<file path="src/rtl/pc_pkg.sv">
// Shared types and constants for the PC generator.
// Fetch FSM states, PC increment and default reset vector.
package pc_pkg;

  typedef enum logic {
    BOOT,
    RUN
  } state_t;

  localparam int unsigned PC_INC = 4;
  localparam int unsigned DEFAULT_RESET_VEC = 0;

endpackage

</file>
<file path="src/rtl/pc_ras.sv">
// Return-address stack: circular buffer with saturating count.
// A push when full overwrites the oldest entry.
module pc_ras
  import pc_pkg::*;
#(
  parameter int XLEN      = 32,
  parameter int RAS_DEPTH = 4
) (
  input  logic            clk,
  input  logic            rst,
  input  logic            clear,
  input  logic            push,
  input  logic            pop,
  input  logic [XLEN-1:0] push_data,
  output logic [XLEN-1:0] top,
  output logic            empty,
  output logic            full
);

  localparam int PW = $clog2(RAS_DEPTH);
  localparam int CW = $clog2(RAS_DEPTH + 1);

  logic [XLEN-1:0] mem [RAS_DEPTH];
  logic [PW-1:0]   sp;
  logic [PW-1:0]   top_idx;
  logic [CW-1:0]   count;
  logic            do_pop;

  assign top_idx = sp - PW'(1);
  assign do_pop  = pop && !empty;
  assign top     = mem[top_idx];
  assign empty   = (count == '0);
  assign full    = (count == CW'(RAS_DEPTH));

  // sp points at the next free slot; it wraps onto the oldest entry
  always_ff @(posedge clk) begin
    if (rst || clear) begin
      sp    <= '0;
      count <= '0;
    end else if (push && do_pop) begin
      sp    <= sp;
      count <= count;
    end else if (push) begin
      sp <= sp + PW'(1);
      if (!full) count <= count + CW'(1);
    end else if (do_pop) begin
      sp    <= top_idx;
      count <= count - CW'(1);
    end
  end

  always_ff @(posedge clk) begin
    if (push && !rst && !clear)
      mem[do_pop ? top_idx : sp] <= push_data;
  end

endmodule

</file>
<file path="src/rtl/pc_gen.sv">
// Fetch PC generator: boot FSM, next-PC priority mux
// and return-address prediction via pc_ras.
module pc_gen
  import pc_pkg::*;
#(
  parameter int              XLEN      = 32,
  parameter logic [XLEN-1:0] RESET_VEC = XLEN'(DEFAULT_RESET_VEC),
  parameter int              RAS_DEPTH = 4
) (
  input  logic            clk,
  input  logic            rst,
  input  logic            stall,
  input  logic            trap_valid,
  input  logic [XLEN-1:0] trap_vec,
  input  logic            redirect_valid,
  input  logic [XLEN-1:0] redirect_pc,
  input  logic            call_push,
  input  logic            ret_pop,
  input  logic            req_ready,
  output logic            req_valid,
  output logic [XLEN-1:0] pc_out,
  output logic            ras_empty,
  output logic            ras_full
);

  localparam logic [XLEN-1:0] ALIGN = ~XLEN'(3);

  state_t          state;
  logic            advance;
  logic [XLEN-1:0] pc_inc;
  logic [XLEN-1:0] ras_top;
  logic [XLEN-1:0] pc_next;

  assign advance = (state == RUN) && req_ready && !stall
                && !trap_valid && !redirect_valid && !rst;
  assign pc_inc  = pc_out + XLEN'(PC_INC);

  always_comb begin
    pc_next = pc_out;
    if (trap_valid)
      pc_next = trap_vec & ALIGN;
    else if (redirect_valid)
      pc_next = redirect_pc & ALIGN;
    else if (!advance)
      pc_next = pc_out;
    else if (ret_pop && !ras_empty)
      pc_next = ras_top & ALIGN;
    else
      pc_next = pc_inc;
  end

  always_ff @(posedge clk) begin
    if (rst) begin
      state     <= BOOT;
      pc_out    <= RESET_VEC;
      req_valid <= 1'b0;
    end else begin
      state     <= RUN;
      pc_out    <= pc_next;
      req_valid <= 1'b1;
    end
  end

  pc_ras #(
    .XLEN      (XLEN),
    .RAS_DEPTH (RAS_DEPTH)
  ) u_ras (
    .clk       (clk),
    .rst       (rst),
    .clear     (trap_valid),
    .push      (advance && call_push),
    .pop       (advance && ret_pop),
    .push_data (pc_inc),
    .top       (ras_top),
    .empty     (ras_empty),
    .full      (ras_full)
  );

endmodule

</file>
<file path="config.mk">
export PLATFORM = sky130hd
export DESIGN_NAME = pc_gen
export DESIGN_NICKNAME = d
export VERILOG_FILES = /design/src/rtl/pc_pkg.sv /design/src/rtl/pc_ras.sv /design/src/rtl/pc_gen.sv
export SDC_FILE = /design/constraint.sdc
export NUM_CORES = 1
export LEC_CHECK = 0
export BUFFER_PORTS_ARGS = -buffer_cell sky130_fd_sc_hd__buf_4
export CAP_MARGIN = 10
export CORE_ASPECT_RATIO = 0.7
export CORE_MARGIN = 1
export CORE_UTILIZATION = 50
export DETAILED_ROUTE_END_ITERATION = 6
export PLACE_DENSITY = 0.8
export SLEW_MARGIN = 5
export SYNTH_ARGS = -nofsm -noshare
export SYNTH_HDL_FRONTEND = slang
export SYNTH_SLANG_ARGS = --single-unit
</file>
<file path="constraint.sdc">
create_clock -name clk -period 11.3 [get_ports clk]
set_input_delay 1.695 -clock clk [delete_from_list [all_inputs] [get_ports clk]]
set_output_delay 1.695 -clock clk [all_outputs]
set_load 0.01 [all_outputs]
</file>
==> metrics.md <==
| Metric | Value |
|---|---|
| Number of global-route vias before repair | 5502 |
| Final Wtd Congestion | 0.851 |
| CP startpoint kind | input port |
| Fin util | 0.630 |
| Worst-path clk slew | 0.06 ns |
| Clock skew | 0.0114 ns |
| WHS | 0.493 ns |
| Non-filler cells in the finished layout | 855 |
| Normalized max-slew margin | 0.277 |
| Number of distinct library cells after synthesis | 61 |
| Synthesized flop and latch total | 158 |
| Commonest cells after routing, fill and taps aside | 120 x edfxtp_1, 114 x buf_4, 37 x dfxtp_1, 30 x mux4_2 |
| Largest area contributor in the netlist | edfxtp_1 |
| Via density | 6.61 |
| Post-synth EDFFs | 120 |
| Fmax | 201 MHz |
| PD cells | 151 nW/um^2 |
| Total grt overflow | 0 |
| ANT nets after route | 0 |
| DIE AREA | 15200 um^2 |
| Reg2Reg Depth | 5 |
| Worst Hold Path EP | pc_out[1] |
| Setup ws final | 6.32 ns |
| Hold Crit Class | flip-flop to flip-flop |
| Commonest non-fill, non-tap cell in the layout | edfxtp_1 |
| Worst r2r src | state |
| Pre-CTS WS | 6.00 ns |
| Remaining DRCs | 0 |
| Die extent in y | 103 um |
| Final layout net count | 726 |
| Syn Inst Count | 561 |
| Final hold violations | 0 |
| RR Endpoint | u_ras.mem[0][15] |
| Period utilisation layout | 0.441 |
| Tmin final | 4.98 ns |
| Slew @ Worst Pin | 1.08 ns |
| Run status | complete, no violations |
| WL final | 20400 um |
| Cts repair resizes | 0 |
| Post-synth top flop | edfxtp_1 |
| Root buf cell | clkbuf_16 |
| Hold Crit Depth | 1 |
| Max Cap Viol | 0 |
| Dpl hpwl | 12500 um |
| Routed via count | 5652 |
| Syn avg cell area | 13.1 um^2 |
| Endpoints failing setup | 0 |
| VDD IR max | 111 uV |
| DR WL/cell | 23.9 um |
| Num rows | 36 |
| Htree depth | 4 |
| Syn Nets | 635 |
| CTS Sinks | 158 |
| CTS Buffer Depth | 2 |
| # hold bufs at CTS | 0 |
| Clk_lat worst skew | 0.42 ns |
| Pleak | 3.08 nW |
| Layout cells sized above 1 | 0.290 |
| Crit end category | flip-flop |
| Data required, critical path | 11.36 ns |
| Source of the worst hold timing path | pc_out[1] |
| Count of input and output buffers | 102 |
| Setup TNS | 0 ns |
| Async SR Flop Fraction | 0 |
| Setup CP Type | input port to flip-flop |
| TritonCTS clock tree | built |
| Largest net degree at the start of global routing | 41 |
| Num CTS Buffers | 17 |
| Count of final max-slew check failures | 0 |
| Inst Count DP | 823 |
| Post-Syn Area | 7340 um^2 |
| Initial antenna violation count | 0 |
| Ports | 107 |
| Postcts setup bufs | 0 |
| Starting Density | 0.520 |
| Core Area | 14100 um^2 |
| Synth area leaders | edfxtp_1 49%, dfxtp_1 10%, mux4_2 9.2% |
| Die W | 147 um |
| Area Overhead vs Synth | 21.0% |
| Max FO, Critical Path | 40 |
| Post-synthesis sequential area ratio | 0.595 |
| Drt pass-1 iters | 5 |
| Worst Path Arrival | 5.04 ns |
| ANT cells | 0 |
| FF-to-FF setup slack | 7.85 ns |
| Yosys top cell area share | 0.491 |
| First-pass GRT wire length | 30600 um |
| Drt first-iter violations | 611 |
| Yosys warning count | 0 |
| Global Route Usage Sum | 0.277 |
| RSZ-0062 raised after global routing | no |
-- flip-flops by register name, summed over array words and instances, names as in the netlist --
name         cells
pc_out          32
state            1
u_ras.count      3
u_ras.mem      120
u_ras.sp         2
-- Yosys cell counts (2+ instances only) --
master	instances
a21oi_1	24
nand4_1	12
nor2_1	25
clkbuf_1	28
mux4_2	30
a22oi_1	2
mux2_2	2
o221ai_1	10
a221o_1	11
a221oi_1	17
o2bb2ai_1	2
xnor2_1	16
and3_1	9
inv_1	14
or3_1	3
o21a_1	3
o31a_1	3
a21boi_0	2
buf_1	3
edfxtp_1	120
buf_2	9
or2_2	5
nor3b_1	6
xor2_1	10
a21o_1	3
o22ai_1	4
a31oi_1	6
and4_1	5
o31ai_1	2
and2_1	2
o21ai_0	28
ha_1	2
nor4_1	13
buf_4	2
nor3_1	26
a2111oi_0	2
nand2_1	28
nand3_1	12
dfxtp_1	38
-- area by class of cell --
cell class | count | area (um^2)
well taps | 190 | 238
fillers | 1047 | 5220
inverters | 14 | 52.6
clock inverters | 10 | 139
multi-input cells | 347 | 2760
flip-flops and latches | 158 | 4370
clock buffers | 22 | 464
repair buffers | 114 | 856
-- worst max-delay path by stage --
stage,startpoint,to,slack (ns),depth (start not counted)
after global placement,redirect_valid,u_ras.mem[0][2],6.09,6
after global routing,redirect_valid,u_ras.mem[0][15],6.23,6
after detailed placement,redirect_valid,u_ras.mem[0][2],6.00,6
final,redirect_valid,u_ras.mem[0][15],6.32,6
after CTS,redirect_valid,u_ras.mem[0][15],6.42,6
after floorplan,redirect_valid,u_ras.mem[0][10],5.00,6
-- where the power goes --
part | leakage, nW | total, mW | internal (mW) | switching, mW
logic | 1.40 | 0.103 | 0.0480 | 0.0546
registers | 1.40 | 0.657 | 0.638 | 0.0193
clock network | 0.282 | 0.585 | 0.359 | 0.226
-- routing by layer --
metal  vias to the layer above  part of all wire  global-route usage
li1                       2429                 -                   -
met1                      2761              0.40               0.366
met2                       418              0.46               0.449
met3                        44              0.12              0.0746
met4                         0             0.016              0.0970
met5                         -                 0                   0
-- critical path, cell delays in order --
cell and delay, ns:
buf_4 0.27, or3_1 0.55, nor2_1 0.68, nand2_1 0.37, nor4_2 0.93, buf_4 0.52
-- cells by family after synthesis --
logic type,synth area share
and+or+nand+nor,0.117
adders and majority gates,0.00341
DFF,0.595
muxes,0.0965
xor gates and xnor gates,0.0310
buffers and inverters,0.0312
AOI/OAI and AO/OA,0.126
-- metrics by stage --
step	power [mW]	area [um^2]
3_3_place_gp	0.764	8280
3_5_place_dp	0.769	8280
6_report	1.34	8880
4_1_cts	1.34	8880
5_1_grt	1.38	8880
2_1_floorplan	0.714	7340
Note: power is estimated with default switching activity, not from simulation.
